<file path="src/rtl/dcp_pkg.sv">
// Shared types and constants for the debug command processor transmit path.
package dcp_pkg;

  typedef enum logic [1:0] {
    IDLE     = 2'd0,
    SEND     = 2'd1,
    ACK      = 2'd2,
    WAIT_LOW = 2'd3
  } state_e;

  localparam logic [7:0] ASCII_0  = 8'h30;
  localparam logic [7:0] ASCII_UA = 8'h41;
  localparam logic [7:0] ASCII_LA = 8'h61;
  localparam logic [7:0] ASCII_SP = 8'h20;
  localparam logic [7:0] ASCII_CR = 8'h0D;
  localparam logic [7:0] ASCII_LF = 8'h0A;

  localparam logic TX_TYPE_CHAR = 1'b0;
  localparam logic TX_TYPE_HEX  = 1'b1;

  function automatic logic [3:0] nibble_at(input logic [31:0] word, input logic [2:0] idx);
    return word[{idx, 2'b00} +: 4];
  endfunction

endpackage

</file>
<file path="src/rtl/dcp_tx_formatter_if.sv">
// Request side and UART side of the transmit formatter, bundled as one interface.
interface dcp_tx_formatter_if;
  logic        req_tx;
  logic        type_tx;
  logic [31:0] din_tx;
  logic        ack_tx;
  logic [7:0]  tx_data;
  logic        tx_valid;
  logic        tx_ready;
  logic        busy;

  modport master (
    output req_tx, type_tx, din_tx, tx_ready,
    input  ack_tx, tx_data, tx_valid, busy
  );

  modport slave (
    input  req_tx, type_tx, din_tx, tx_ready,
    output ack_tx, tx_data, tx_valid, busy
  );
endinterface

</file>
<file path="src/rtl/hex_nibble_ascii.sv">
// Maps one 4-bit value to its ASCII hex digit; letter case chosen by HEX_UPPER.
module hex_nibble_ascii
  import dcp_pkg::*;
#(
  parameter bit HEX_UPPER = 1'b1
) (
  input  logic [3:0] i_nib,
  output logic [7:0] o_ascii
);

  // Digit lookup
  always_comb begin
    o_ascii = ASCII_0;
    if (i_nib < 4'd10) begin
      o_ascii = ASCII_0 + {4'h0, i_nib};
    end else if (HEX_UPPER) begin
      o_ascii = ASCII_UA + {4'h0, i_nib} - 8'd10;
    end else begin
      o_ascii = ASCII_LA + {4'h0, i_nib} - 8'd10;
    end
  end

endmodule

</file>
<file path="src/rtl/dcp_tx_formatter.sv">
// Turns one transmit request (raw char or 32-bit hex word) into a byte stream for the UART.
module dcp_tx_formatter
  import dcp_pkg::*;
#(
  parameter bit         HEX_UPPER  = 1'b1,
  parameter bit         HEX_SEP_EN = 1'b1,
  parameter logic [7:0] HEX_SEP    = ASCII_SP
) (
  input logic          clk,
  input logic          rst,
  dcp_tx_formatter_if.slave bus
);

  state_e      r_state, w_state_nx;
  logic [31:0] r_word, w_word_nx;
  logic        r_type, w_type_nx;
  logic [2:0]  r_nib, w_nib_nx;
  logic        r_sep_pend, w_sep_pend_nx;
  logic        r_last, w_last_nx;
  logic [7:0]  r_tx_data, w_tx_data_nx;
  logic        r_tx_valid, r_ack, r_busy;
  logic [2:0]  w_nib_dec;
  logic [3:0]  w_nib_sel;
  logic [7:0]  w_digit;
  logic        w_hs;

  assign w_hs      = r_tx_valid & bus.tx_ready;
  assign w_nib_dec = r_nib - 3'd1;

  // In IDLE the first digit comes straight from the payload; afterwards from the latched word
  always_comb begin
    w_nib_sel = 4'h0;
    if (r_state == IDLE) begin
      w_nib_sel = bus.din_tx[31:28];
    end else begin
      w_nib_sel = nibble_at(r_word, w_nib_dec);
    end
  end

  hex_nibble_ascii #(.HEX_UPPER(HEX_UPPER)) u_hex (
    .i_nib   (w_nib_sel),
    .o_ascii (w_digit)
  );

  // Next-state logic
  always_comb begin
    w_state_nx = r_state;
    case (r_state)
      IDLE: begin
        if (bus.req_tx) w_state_nx = SEND;
        else            w_state_nx = IDLE;
      end
      SEND: begin
        if (w_hs && r_last) w_state_nx = ACK;
        else                w_state_nx = SEND;
      end
      ACK:      w_state_nx = WAIT_LOW;
      WAIT_LOW: begin
        if (!bus.req_tx) w_state_nx = IDLE;
        else             w_state_nx = WAIT_LOW;
      end
      default:  w_state_nx = IDLE;
    endcase
  end

  // Byte sequencing: r_last marks the byte whose handshake ends the transfer
  always_comb begin
    w_word_nx     = r_word;
    w_type_nx     = r_type;
    w_nib_nx      = r_nib;
    w_sep_pend_nx = r_sep_pend;
    w_last_nx     = r_last;
    w_tx_data_nx  = r_tx_data;
    case (r_state)
      IDLE: begin
        if (bus.req_tx) begin
          w_word_nx = bus.din_tx;
          w_type_nx = bus.type_tx;
          if (bus.type_tx == TX_TYPE_HEX) begin
            w_tx_data_nx  = w_digit;
            w_nib_nx      = 3'd7;
            w_sep_pend_nx = HEX_SEP_EN;
            w_last_nx     = 1'b0;
          end else begin
            w_tx_data_nx  = bus.din_tx[7:0];
            w_nib_nx      = 3'd0;
            w_sep_pend_nx = 1'b0;
            w_last_nx     = 1'b1;
          end
        end else begin
          w_word_nx = r_word;
        end
      end
      SEND: begin
        if (w_hs && !r_last && (r_type == TX_TYPE_HEX)) begin
          if (r_nib != 3'd0) begin
            w_tx_data_nx = w_digit;
            w_nib_nx     = w_nib_dec;
            w_last_nx    = (w_nib_dec == 3'd0) && !r_sep_pend;
          end else begin
            w_tx_data_nx  = HEX_SEP;
            w_sep_pend_nx = 1'b0;
            w_last_nx     = 1'b1;
          end
        end else begin
          w_tx_data_nx = r_tx_data;
        end
      end
      default: w_tx_data_nx = r_tx_data;
    endcase
  end

  // State, datapath and registered outputs
  always_ff @(posedge clk) begin
    if (rst) begin
      r_state    <= IDLE;
      r_word     <= 32'h0000_0000;
      r_type     <= TX_TYPE_CHAR;
      r_nib      <= 3'd0;
      r_sep_pend <= 1'b0;
      r_last     <= 1'b0;
      r_tx_data  <= 8'h00;
      r_tx_valid <= 1'b0;
      r_ack      <= 1'b0;
      r_busy     <= 1'b0;
    end else begin
      r_state    <= w_state_nx;
      r_word     <= w_word_nx;
      r_type     <= w_type_nx;
      r_nib      <= w_nib_nx;
      r_sep_pend <= w_sep_pend_nx;
      r_last     <= w_last_nx;
      r_tx_data  <= w_tx_data_nx;
      r_tx_valid <= (w_state_nx == SEND);
      r_ack      <= (w_state_nx == ACK);
      r_busy     <= (w_state_nx != IDLE);
    end
  end

  assign bus.tx_data  = r_tx_data;
  assign bus.tx_valid = r_tx_valid;
  assign bus.ack_tx   = r_ack;
  assign bus.busy     = r_busy;

endmodule

</file>
<file path="src/flat_wrapper.sv">
// flat-port wrapper written by rule: the top's interface ports become plain ports
module dcp_tx_formatter_flat import dcp_pkg::*;
#(
  parameter bit         HEX_UPPER  = 1'b1,
  parameter bit         HEX_SEP_EN = 1'b1,
  parameter logic [7:0] HEX_SEP    = ASCII_SP
)
  (clk, rst, bus_req_tx, bus_type_tx, bus_din_tx, bus_tx_ready, bus_ack_tx, bus_tx_data, bus_tx_valid, bus_busy);
  dcp_tx_formatter_if bus_i ();
  input logic clk;
  input logic rst;
  input wire logic [$bits(bus_i.req_tx)-1:0] bus_req_tx;
  input wire logic [$bits(bus_i.type_tx)-1:0] bus_type_tx;
  input wire logic [$bits(bus_i.din_tx)-1:0] bus_din_tx;
  input wire logic [$bits(bus_i.tx_ready)-1:0] bus_tx_ready;
  output wire logic [$bits(bus_i.ack_tx)-1:0] bus_ack_tx;
  output wire logic [$bits(bus_i.tx_data)-1:0] bus_tx_data;
  output wire logic [$bits(bus_i.tx_valid)-1:0] bus_tx_valid;
  output wire logic [$bits(bus_i.busy)-1:0] bus_busy;
  assign bus_i.req_tx = bus_req_tx;
  assign bus_i.type_tx = bus_type_tx;
  assign bus_i.din_tx = bus_din_tx;
  assign bus_i.tx_ready = bus_tx_ready;
  assign bus_ack_tx = bus_i.ack_tx;
  assign bus_tx_data = bus_i.tx_data;
  assign bus_tx_valid = bus_i.tx_valid;
  assign bus_busy = bus_i.busy;
  dcp_tx_formatter #(.HEX_UPPER(HEX_UPPER), .HEX_SEP_EN(HEX_SEP_EN), .HEX_SEP(HEX_SEP)) u_core (.clk(clk), .rst(rst), .bus(bus_i));
endmodule
</file>
<file path="config.mk">
export PLATFORM = sky130hd
export DESIGN_NAME = dcp_tx_formatter_flat
export DESIGN_NICKNAME = d
export VERILOG_FILES = /design/src/rtl/dcp_pkg.sv /design/src/rtl/dcp_tx_formatter_if.sv /design/src/rtl/hex_nibble_ascii.sv /design/src/rtl/dcp_tx_formatter.sv /design/src/flat_wrapper.sv
export SDC_FILE = /design/constraint.sdc
export NUM_CORES = 1
export LEC_CHECK = 0
export CORE_ASPECT_RATIO = 1.25
export CORE_UTILIZATION = 47
export CTS_CLUSTER_DIAMETER = 200
export CTS_CLUSTER_SIZE = 10
export DETAILED_ROUTE_END_ITERATION = 10
export PLACE_DENSITY = 0.86
export SYNTH_ARGS = -nofsm -noshare
export SYNTH_HDL_FRONTEND = slang
export SYNTH_SLANG_ARGS = --single-unit
</file>
<file path="constraint.sdc">
create_clock -name clk -period 2.86 [get_ports clk]
set_clock_uncertainty 0.1 [all_clocks]
set_input_delay 0.572 -clock clk [delete_from_list [all_inputs] [get_ports clk]]
set_output_delay 0.572 -clock clk [all_outputs]
set_load 0.1 [all_outputs]
</file>
# [Yosys cells after proc, flatten, opt, wreduce, memory -nomap -nowiden]
# Cells that the tools add are included.
[word_totals] register_bits=51 input_bits=37
[op_classes] n_addsub=4 n_lt_le_gt_ge=1 eq_ne=9 shift=1 mux=26 bitwise_logic=1 n_reduce_logical=15
[ops] op="$mux 8" n=5
[ops] op="$shiftx 32x6->4" n=1
[ops] op="$pmux 8 s2" n=1
[ops] op="$mux 3" n=4
[ops] op="$mux 1" n=9
[ops] op="$add 7x4->8 const A" n=1
[ops] op="$pmux 2 s4" n=1
[ops] op="$reduce_and 4->1" n=2
[ops] op="$sub 8x4->8 const B" n=1
[ops] op="$add 6x4->7 const A" n=1
[ops] op="$eq 2x2->1 const B" n=3
[ops] op="$pmux 3 s2" n=1
[ops] op="$eq 2x1->1 const B" n=2
[ops] op="$logic_and 1x1->1" n=4
[ops] op="$lt 4x4->1 const B" n=1
[ops] op="$mux 2" n=2
[ops] op="$mux 4" n=1
[ops] op="$ne 2x1->1 const B" n=2
[ops] op="$ne 2x2->1 const B" n=2
[ops] op="$pmux 1 s2" n=2
[ops] op="$reduce_bool 2->1" n=2
[ops] op="$logic_not 3->1" n=1
[ops] op="$reduce_and 3->1" n=1
[ops] op="$reduce_bool 3->1" n=1
[ops] op="other kinds (5)" n=6

# [Depth between registers and ports, before layout]
# Gate-level depths: netlist of run 1.
[depth] ltp_word=9 depth_mapped=14 ltp_nobuf=11

# [By module]
# Synthesis of run 1 repeated with hierarchy kept, for this count alone.
[hier_totals] hier_cells=302 area_unflattened_um2=2466.1
[by_module_without_submodules] module="dcp_tx_formatter" n_inst=1 cells_each=286 area_per_inst_um2=2361.0
[by_module_without_submodules] module="hex_nibble_ascii" n_inst=1 cells_each=16 area_per_inst_um2=105.1

# [Least setup slack after synthesis of run 1]
# OpenSTA, ideal clock, no wires.
[synth_path] path_type="register to register" startpoint="reg u_core.r_nib[0]" endpoint="reg u_core.r_tx_data[1] (netlist: u_core.bus.tx_data[1])" arrival_ns=2.777 slack_ns=-0.150 path_stages_with_launch=14 n_path_buf=2 period_less_slack_ns=3.010 cell_sequence="dfxtp_1 > buf_4 > inv_1 > ha_1 > buf_6 > mux2i_1 > mux4_2 > o21ai_2 > inv_1 > ha_1 > nand2_1 > or4_1 > a31oi_1 > nor4_1"
[synth_via] elab_chain_cells=9 word_cells_on_any_way=14 cone_classes="4 x add/sub; 1 x order compare; 1 x shift; 7 x mux; 1 x reduce/logical"
[synth_rtl] element="start, declared" line_no="dcp_tx_formatter.sv:17" rtl="logic [2:0] r_nib, w_nib_nx;"
[synth_rtl] element="start signal, assigned" line_no="dcp_tx_formatter.sv:130" rtl="r_nib <= w_nib_nx;"
[synth_rtl] element="$sub 3x1->3" line_no="dcp_tx_formatter.sv:28" rtl="assign w_nib_dec = r_nib - 3'd1;"
[synth_rtl] element="$shiftx 32x6->4" line_no="dcp_pkg.sv:22" rtl="return word[{idx, 2'b00} +: 4];"
[synth_rtl] element="$mux 4" line_no="dcp_tx_formatter.sv:33" rtl="if (r_state == IDLE) begin"
[synth_rtl] element="$add 7x4->8" line_no="hex_nibble_ascii.sv:17" rtl="o_ascii = ASCII_UA + {4'h0, i_nib} - 8'd10;"
[synth_rtl] element="$sub 8x4->8" line_no="hex_nibble_ascii.sv:17"
[synth_rtl] element="$mux 8" line_no="hex_nibble_ascii.sv:14" rtl="if (i_nib < 4'd10) begin"
[synth_rtl] element="$mux 8 (on tied branches)" line_no="dcp_tx_formatter.sv:96, dcp_tx_formatter.sv:79"
[synth_rtl] element="$mux 8 (on tied branches)" line_no="dcp_tx_formatter.sv:95, dcp_tx_formatter.sv:76"
[synth_rtl] element="$pmux 8 s2 *" line_no="dcp_tx_formatter.sv:74" rtl="case (r_state)"
[synth_rtl] element="end signal, assigned" line_no="dcp_tx_formatter.sv:133" rtl="r_tx_data <= w_tx_data_nx;"
[synth_rtl] element="end, declared" line_no="dcp_tx_formatter.sv:20" rtl="logic [7:0] r_tx_data, w_tx_data_nx;"
# Mark *: on every way between the ends. The rest lies on a longest branch, timed or not. The select of a mux whose other input is x is not followed.
# A chain may end at the register's enable or synchronous reset.

# [Final worst setup path of run 1]
# Same ends and word-level chain as after synthesis.

==> results of run 1 <==
==> Yosys cell counts (3+ instances only) <==
master,instances,area (µm²)
a21o_1,5,37.5
a21oi_1,45,225
a31oi_1,4,25.0
buf_2,3,15.0
clkbuf_1,13,48.8
dfxtp_1,51,1020
ha_1,4,50.1
inv_1,8,30.0
mux2i_1,11,110
mux4_2,4,90.1
nand2_1,78,293
nand2b_1,4,25.0
nor2_1,11,41.3
nor3_1,5,25.0
o211ai_1,3,22.5
o21ai_0,8,40.0
o21ai_1,3,15.0
==> layer usage <==
layer  wire (µm)  GRT usage, %  up-vias
li1            -             -     1193
met1        2610          31.4     1148
met2        3280          40.4       81
met3         333          4.08       15
met4         201          11.9        0
met5           0             0        -
==> cell families after synthesis <==
| family | after synthesis |
|---|---|
| AND/OR/NAND/NOR | 121 |
| AO/OA/AOI/OAI | 87 |
| multiplexers | 17 |
| flip-flops | 51 |
| adder cells (fa/ha/maj) | 4 |
| buffers and inverters | 29 |
| XOR/XNOR | 1 |
==> flip-flops by register name, summed over array words and instances, names as in the netlist <==
| signal | flops |
|---|---|
| u_core.r_word | 32 |
| u_core.r_type | 1 |
| u_core.bus.ack_tx | 1 |
| u_core.r_state | 2 |
| u_core.r_last | 1 |
| u_core.bus.busy | 1 |
| u_core.bus.tx_valid | 1 |
| u_core.bus.tx_data | 8 |
| u_core.r_sep_pend | 1 |
| u_core.r_nib | 3 |
==> worst max path at each step <==
stage / endpoint / slack [ps] / depth (start not counted)
3_3_place_gp: u_core.bus.tx_data[1] / 160 / 11
3_5_place_dp: u_core.bus.tx_data[1] / 110 / 11
2_1_floorplan: u_core.bus.tx_data[1] / 20 / 13
5_1_grt: u_core.bus.tx_data[1] / -0.3 / 13
6_report: u_core.bus.tx_data[1] / 110 / 13
4_1_cts: u_core.bus.tx_data[1] / 100 / 11
==> worst max-delay path, stage by stage (launching register included) <==
cell and delay (ps):
dfxtp_2 340, inv_2 50, ha_4 310, buf_4 150
buf_4 150, mux4_2 310, mux2i_1 170, o21ai_2 100
inv_2 120, ha_4 130, nand2_1 40, or4_1 400
a31oi_1 190, nor4_1 60
==> metrics by stage <==
stage / setup TNS, ps / area [µm²] / cells / utilization (%) / total power [mW]
after detailed placement: 0 / 3100 / 412 / 60.2 / 1.35
after CTS: 0 / 3220 / 420 / 62.5 / 1.86
after global routing: -0.296 / 3250 / 424 / 63.1 / 1.96
final: 0 / 3250 / 424 / 63.1 / 1.88
after global placement: 0 / 3100 / 412 / 60.2 / 1.34
after floorplan: 0 / 2580 / 310 / - / 1.19
==> area by class of cell <==
cell class	instances	area share, %
sequential	51	31.5
multi-input combinational	230	43.8
timing repair buffer	65	17.8
tap	62	2.38
clock buffer	6	2.54
inverter	8	0.923
clock inverter	2	1.08
==> what timing repair did <==
action                     in CTS  in global routing
setup buffers                   0                  4
resized for setup               0                  8
hold endpoints to repair        0                  0
setup endpoints to repair       0                  1
==> report_power, final <==
part,switching (mW),internal [mW]
sequential,0.0290,0.759
combinational,0.336,0.233
clock,0.238,0.283
==> results.txt, run 1 <==
Startpoint Class -> flop
total nets after synthesis -> 351
Pleak -> 1.27 nW
total CTS buffers -> 5
crit path max fanout -> 6
pre-CTS setup slack -> 105 ps
Slew Limit Headroom -> 37.4%
detailed-route vias per instance -> 5.75
Worst R2R Setup Slack -> 110 ps
Post-synth top flop -> dfxtp_1
status -> completed
worst-margin pin slew -> 936 ps
Inserted Diodes -> 0
FF+latch area -> 1020 µm²
Hold Path Sink -> u_core.r_word[30]
Final Hold Viols -> 0
leading cell type in the layout, fill and taps excluded -> nand2_1
Compound-Gate Fraction of Synth Area -> 21.0%
Unique masters post-synth -> 56
Avg Cell Area, Syn -> 8.25 µm²
Max H-tree Level -> 2
Power Density -> 577 nW/µm²
r2r endpoint -> u_core.bus.tx_data[1]
HPWL Detailed -> 4820 µm
Nets -> 402
die width -> 68.0 µm
Reg-to-Reg Start -> u_core.r_nib[0]
total iterations of the first detailed-routing run -> 4
XOR/XNOR Fraction of Synth Area -> 0.636%
Sinks on Clock Net -> 51
minimum clock period -> 2750 ps
maximum vdd drop -> 368 µV
Async S/R FF share, synth -> 0%
die height -> 84.5 µm
Synthesis Warnings -> 0
HP Class -> flop to flop
CTS tree -> done
Routed WL per cell -> 15.1 µm
Final Setup Violations -> 0
total routed wirelength -> 6420 µm
Worst Setup Slack, final -> 114 ps
Seq/Total Area, Yosys -> 39.9%
IO Count -> 48
fill cell count -> 472
Post-Synth Simple-Gate Area -> 21.6%
CP Launch Point -> u_core.r_nib[0]
worst endpoint required time -> 2950 ps
core area -> 5150 µm²
Critical Path End Type -> flop
total track usage -> 25.0%
Antenna Nets Post-Route -> 0
CTS root buf -> clkbuf_8
number of max-cap violations -> 0
cells after synthesis -> 310
Max Fclk -> 364 MHz
Worst EP arrival -> 2830 ps
GPL Wtd Cong -> 1.01
grt ovf -> 0
die footprint -> 5740 µm²
largest net degree at the start of global routing -> 38
starting density of the core -> 49.6%
Hold Crit Depth -> 2
largest family of logic cells by synthesized area -> simple AND/OR/NAND/NOR gates
HP Start -> u_core.r_word[30]
Slew Viols, Final -> 0
commonest non-fill, non-tap cells in the layout -> 78 x nand2_1, 49 x dfxtp_1, 45 x a21oi_1
vias in the first global route -> 2320
Worst-path clk slew -> 90 ps
synth-to-layout area growth -> 27.3%
clock buffer depth -> 2
worst r2r path cells -> 13
EDFF count, synth -> 0
crit share post-route -> 96.0%
antenna violations before repair -> 0
CTS Hold Bufs -> 0
worst hold slack -> 355 ps
vias post-DR -> 2437
mux cell area share after synthesis -> 9.30%
Post-Synth Adder-Cell Area -> 1.96%
area of the multi-input gates -> 1430 µm²
Synth Register Bits -> 51
floorplan row count -> 29
drt initial violations -> 201
kind of critical path -> flop to flop
DRC Markers -> 0
first-pass GRT wire length -> 10800 µm
share of layout cells above drive strength 1 -> 17.4%
Synth Cell Area -> 2560 µm²
worst skew pair latency -> 310 ps
IO buf count -> 47
(Power assumes the default switching activity.)
==> run 2: changes to the inputs <==
--- a/config.mk
+++ b/config.mk
@@ -10,7 +10,7 @@
 export CTS_CLUSTER_DIAMETER = 200
 export CTS_CLUSTER_SIZE = 10
 export DETAILED_ROUTE_END_ITERATION = 10
-export PLACE_DENSITY = 0.86
+export PLACE_DENSITY_LB_ADDON = 0.05
 export SYNTH_ARGS = -nofsm -noshare
 export SYNTH_HDL_FRONTEND = slang
 export SYNTH_SLANG_ARGS = --single-unit
==> run 2 against run 1 <==
Net effect:
- final cell count rose by 0.24%
- sequential power barely moved
- first-iteration DRC count fell by 48%
- clock power fell by 5.2%
- critical endpoint unchanged
- largest power group unchanged
==> results.txt, run 2 (same netlist as run 1, synthesis figures left out) <==
Final Setup Violations -> 0
die footprint -> 5740 µm²
GPL Wtd Cong -> 0.878
HPWL Detailed -> 4970 µm
CTS root buf -> clkbuf_8
Startpoint Class -> flop
max reg flops -> 32
buffers and inverters on the worst path -> 2
leading cell type in the layout, fill and taps excluded -> nand2_1
Final Util -> 63.2%
synth-to-layout area growth -> 27.3%
core area -> 5150 µm²
Slew Limit Headroom -> 54.8%
kind of critical path -> flop to flop
CP dominant cell by count -> ha_4
critical path's slowest cell -> mux4_2
CTS tree -> done
die height -> 84.5 µm
Routed WL per cell -> 15.5 µm
Setup TNS Final -> 0 ps
floorplan row count -> 29
total routed wirelength -> 6570 µm
die width -> 68.0 µm
Post-CTS Resized -> 0
Antenna Nets Post-Route -> 0
met3 WL -> 241 µm
DRC Markers -> 0
Slew Viols, Final -> 0
Sinks on Clock Net -> 51
drt initial violations -> 104
total track usage -> 25.1%
largest net degree at the start of global routing -> 32
Max Fclk -> 367 MHz
Top Metal Used -> met4
met2 wire length -> 3290 µm
HP Class -> flop to flop
maximum vdd drop -> 302 µV
Final Hold Viols -> 0
vias in the first global route -> 2258
detailed-route vias per instance -> 5.57
Top reg by flops -> u_core.r_word
IO Count -> 48
vias post-DR -> 2366
starting density of the core -> 49.6%
worst endpoint required time -> 2940 ps
worst skew pair latency -> 300 ps
commonest non-fill, non-tap cells in the layout -> 78 x nand2_1, 51 x dfxtp_1, 45 x a21oi_1
largest stage delay on the critical path -> 470 ps
pre-CTS setup slack -> 71.2 ps
share of layout cells above drive strength 1 -> 16.0%
antenna violations before repair -> 0
status -> completed
worst-margin pin slew -> 676 ps
Max H-tree Level -> 2
total iterations of the first detailed-routing run -> 4
minimum clock period -> 2720 ps
Worst Setup Slack, final -> 138 ps
Critical Path End Type -> flop
crit share post-route -> 95.2%
number of max-cap violations -> 0
grt ovf -> 0
fill cell count -> 483
Inserted Diodes -> 0
Power Density -> 568 nW/µm²
Nets -> 404
clock buffer depth -> 2
first-pass GRT wire length -> 10900 µm
worst-path cell chain -> inv_1 > ha_4 > mux2i_1 > mux4_2 > o21ai_2 > inv_2 > ha_4 > nand2_1 > or4_1 > a31oi_1 > nor4_1
crit path max fanout -> 8
IO buf count -> 47
CTS Hold Bufs -> 0
WL met1 -> 2910 µm
total CTS buffers -> 5
Worst EP arrival -> 2810 ps
CP top delay family -> adder cells
Worst-path clk slew -> 90 ps
Pleak -> 1.27 nW
-- run 2: layout make-up --
cell class                      instances  area, µm²  share of cell area [%]
Clock inverter                          2       37.5                    1.15
Inverter                                8       30.0                   0.923
Sequential cell                        51       1020                    31.4
Tap cell                               62       77.6                    2.38
Multi-Input combinational cell        230       1430                    43.8
Timing Repair Buffer                   67        593                    18.2
Clock buffer                            5       68.8                    2.11
-- run 2: worst paths after layout --
kind,from,end,slack [ps],cells after the start
setup reg to reg,u_core.r_nib[1],u_core.bus.tx_data[1],140,11
setup / recovery,u_core.r_nib[1],u_core.bus.tx_data[1],140,11
hold reg to reg,u_core.r_word[26],u_core.r_word[26],360,2
hold / removal,u_core.r_word[26],u_core.r_word[26],360,2
-- run 2: worst reg2reg max path, delay by kind of cell (launching register included) --
kind	cells	cell delay, ps
multiplexers	2	560
AND/OR/NAND/NOR	3	500
buffers and inverters	2	200
flip-flops	1	340
adder cells (fa/ha/maj)	2	620
AO/OA/AOI/OAI	2	300
-- run 2: report_power, final --
part | internal [mW] | switching (mW) | leakage, nW
Sequential | 0.758 | 0.0324 | 0.419
Combinational | 0.235 | 0.328 | 0.802
Clock | 0.256 | 0.238 | 0.0502
Total | 1.25 | 0.599 | 1.27
-- run 2: timing repair --
item,in CTS,in global routing
setup buffers,0,4
setup endpoints to repair,0,1
hold endpoints to repair,0,0
-- run 2: metal layers --
metal / global-route usage (%) / up-vias
met5: 0 / -
met4: 8.52 / 0
met3: 3.53 / 11
li1: - / 1192
met1: 31.5 / 1101
met2: 42.5 / 62
-- run 2: through the flow --
| stage | std cells | hold WS, ps | power (mW) | instance area, µm² |
|---|---|---|---|---|
| 2_1_floorplan | 310 | 332 | 1.19 | 2580 |
| 3_3_place_gp | 414 | 342 | 1.35 | 3120 |
| 3_5_place_dp | 414 | 348 | 1.36 | 3120 |
| 4_1_cts | 421 | 361 | 1.84 | 3220 |
| 5_1_grt | 425 | 374 | 1.94 | 3250 |
| 6_report | 425 | 360 | 1.85 | 3250 |
==> run 3: changes to the inputs <==
--- a/config.mk
+++ b/config.mk
@@ -7,10 +7,10 @@
 export LEC_CHECK = 0
 export CORE_ASPECT_RATIO = 1.25
 export CORE_UTILIZATION = 47
-export CTS_CLUSTER_DIAMETER = 200
 export CTS_CLUSTER_SIZE = 10
 export DETAILED_ROUTE_END_ITERATION = 10
 export PLACE_DENSITY_LB_ADDON = 0.05
+export SETUP_SLACK_MARGIN = 0.2
 export SYNTH_ARGS = -nofsm -noshare
 export SYNTH_HDL_FRONTEND = slang
 export SYNTH_SLANG_ARGS = --single-unit
==> run 3 against run 2 <==
Net effect:
- worst setup slack got worse by 22 ps
- final cell count decreased by 0.24%
- hold slack about the same
- total power decreased by 2.0%
- critical path depth unchanged
- clock power decreased by 9.3%
- utilization increased by 0.073 points
- flip-flop and latch count unchanged
- register-to-register slack got worse by 20 ps
- largest cell class unchanged
- combinational power increased by 1%
- first-iteration DRC count increased by 30%
==> results.txt, run 3 (same netlist as run 1, synthesis figures left out) <==
Sinks on Clock Net -> 51
worst endpoint required time -> 2940 ps
Power Density -> 556 nW/µm²
HP Class -> flop to flop
starting density of the core -> 49.6%
Net Sw Frac -> 34.2%
fill cell count -> 497
vias in the first global route -> 2309
vias post-DR -> 2377
max reg flops -> 32
die height -> 84.5 µm
Pleak -> 1.26 nW
core area -> 5150 µm²
first-pass GRT wire length -> 11500 µm
Seq pwr share -> 43.8%
worst-margin pin slew -> 681 ps
largest stage delay on the critical path -> 500 ps
share of layout cells above drive strength 1 -> 17.4%
total iterations of the first detailed-routing run -> 4
floorplan row count -> 29
Pint -> 1.19 mW
Slew Viols, Final -> 0
Setup TNS Final -> 0 ps
Antenna Nets Post-Route -> 0
number of max-cap violations -> 0
Nets -> 402
leading cell type in the layout, fill and taps excluded -> nand2_1
IO Count -> 48
kind of critical path -> flop to flop
maximum vdd drop -> 362 µV
die footprint -> 5740 µm²
grt ovf -> 0
total routed wirelength -> 6840 µm
Placed Cells -> 412
PnR Total Power -> 1.81 mW
largest net degree at the start of global routing -> 41
Non-Filler Cell Area, Final -> 3260 µm²
minimum clock period -> 2740 ps
Worst EP arrival -> 2830 ps
worst skew pair latency -> 310 ps
switching power total -> 619 µW
IO buf count -> 47
Startpoint Class -> flop
HPWL Detailed -> 5170 µm
worst hold slack -> 359 ps
Final Non-Filler Cells -> 424
status -> completed
Max H-tree Level -> 2
CTS tree -> done
worst-path cell chain -> inv_6 > ha_4 > mux2i_1 > mux4_2 > o21ai_4 > inv_4 > ha_4 > nand2_2 > or4_1 > a31oi_1 > nor4_1
Final Hold Viols -> 0
part of the power in combinational logic -> 31.5%
Top reg by flops -> u_core.r_word
detailed-route vias per instance -> 5.61
CTS root buf -> clkbuf_8
GPL Wtd Cong -> 0.848
total track usage -> 26.7%
Inserted Diodes -> 0
Max Fclk -> 364 MHz
die width -> 68.0 µm
CTS Hold Bufs -> 0
Worst-path clk slew -> 100 ps
CP dominant cell by count -> ha_4
RSZ-0062 raised after global routing -> true
clock buffer depth -> 2
Routed WL per cell -> 16.1 µm
clock network fraction of total power -> 24.7%
synth-to-layout area growth -> 27.5%
Critical Path End Type -> flop
crit share post-route -> 95.9%
Final Setup Violations -> 0
drt initial violations -> 135
Worst R2R Setup Slack -> 120 ps
commonest non-fill, non-tap cells in the layout -> 77 x nand2_1, 49 x dfxtp_1, 45 x a21oi_1
antenna violations before repair -> 0
Slew Limit Headroom -> 54.4%
crit path max fanout -> 7
critical path's slowest cell -> mux4_2
DRC Markers -> 0
total CTS buffers -> 5
Placed Area -> 3110 µm²
run 3: layout make-up:
class / instances / area, µm² / share of cell area [%]
Clock inverter: 2 / 16.3 / 0.499
Multi-Input combinational cell: 230 / 1440 / 44.2
Tap cell: 62 / 77.6 / 2.38
Timing Repair Buffer: 65 / 578 / 17.7
Clock buffer: 6 / 82.6 / 2.53
Inverter: 8 / 37.5 / 1.15
Sequential cell: 51 / 1030 / 31.5
run 3: power groups by stage:
| stage | sequential (mW) | clock (mW) | combinational [mW] |
|---|---|---|---|
| global route | 0.800 | 0.491 | 0.618 |
| CTS | 0.793 | 0.461 | 0.555 |
| detailed placement | 0.809 | 0 | 0.549 |
| finish | 0.793 | 0.448 | 0.570 |
| global placement | 0.808 | 0 | 0.547 |
| floorplan | 0.887 | 0 | 0.309 |
run 3: metrics by stage:
stage / utilization (%) / setup slack [ps]
floorplan: - / 56.0
global placement: 60.3 / 152
detailed placement: 60.3 / 111
CTS: 62.4 / 137
global route: 63.2 / -17.2
finish: 63.2 / 116
run 3: timing repair:
item / in CTS / in global routing
gates resized for setup: 0 / 8
pin swaps: 2 / 3
buffers inserted: 1 / 3
endpoints found under the hold margin: 0 / 0
setup endpoints to repair: 1 / 2
run 3: per-layer routing:
layer / track usage [%] / part of all wire [%] / vias up
met1: 34.7 / 45 / 1117
met2: 44.0 / 51 / 58
li1: - / - / 1194
met3: 4.21 / 3.2 / 8
met5: 0 / 0 / -
met4: 8.71 / 1.6 / 0
run 3: final timing paths:
check / to / startpoint / depth (start not counted)
setup / recovery: u_core.bus.tx_data[1] / u_core.r_nib[0] / 11
hold / removal: u_core.r_word[17] / u_core.r_word[17] / 2
setup reg to reg: u_core.bus.tx_data[1] / u_core.r_nib[0] / 11
hold reg to reg: u_core.r_word[17] / u_core.r_word[17] / 2
run 3: critical path, delay by kind of cell, from the launching register on:
kind            cells  cell delay (ps)
mux                 2              580
simple gates        3              490
compound gates      2              390
buf+inv             2              110
fa+ha+maj           2              580
flops               1              380
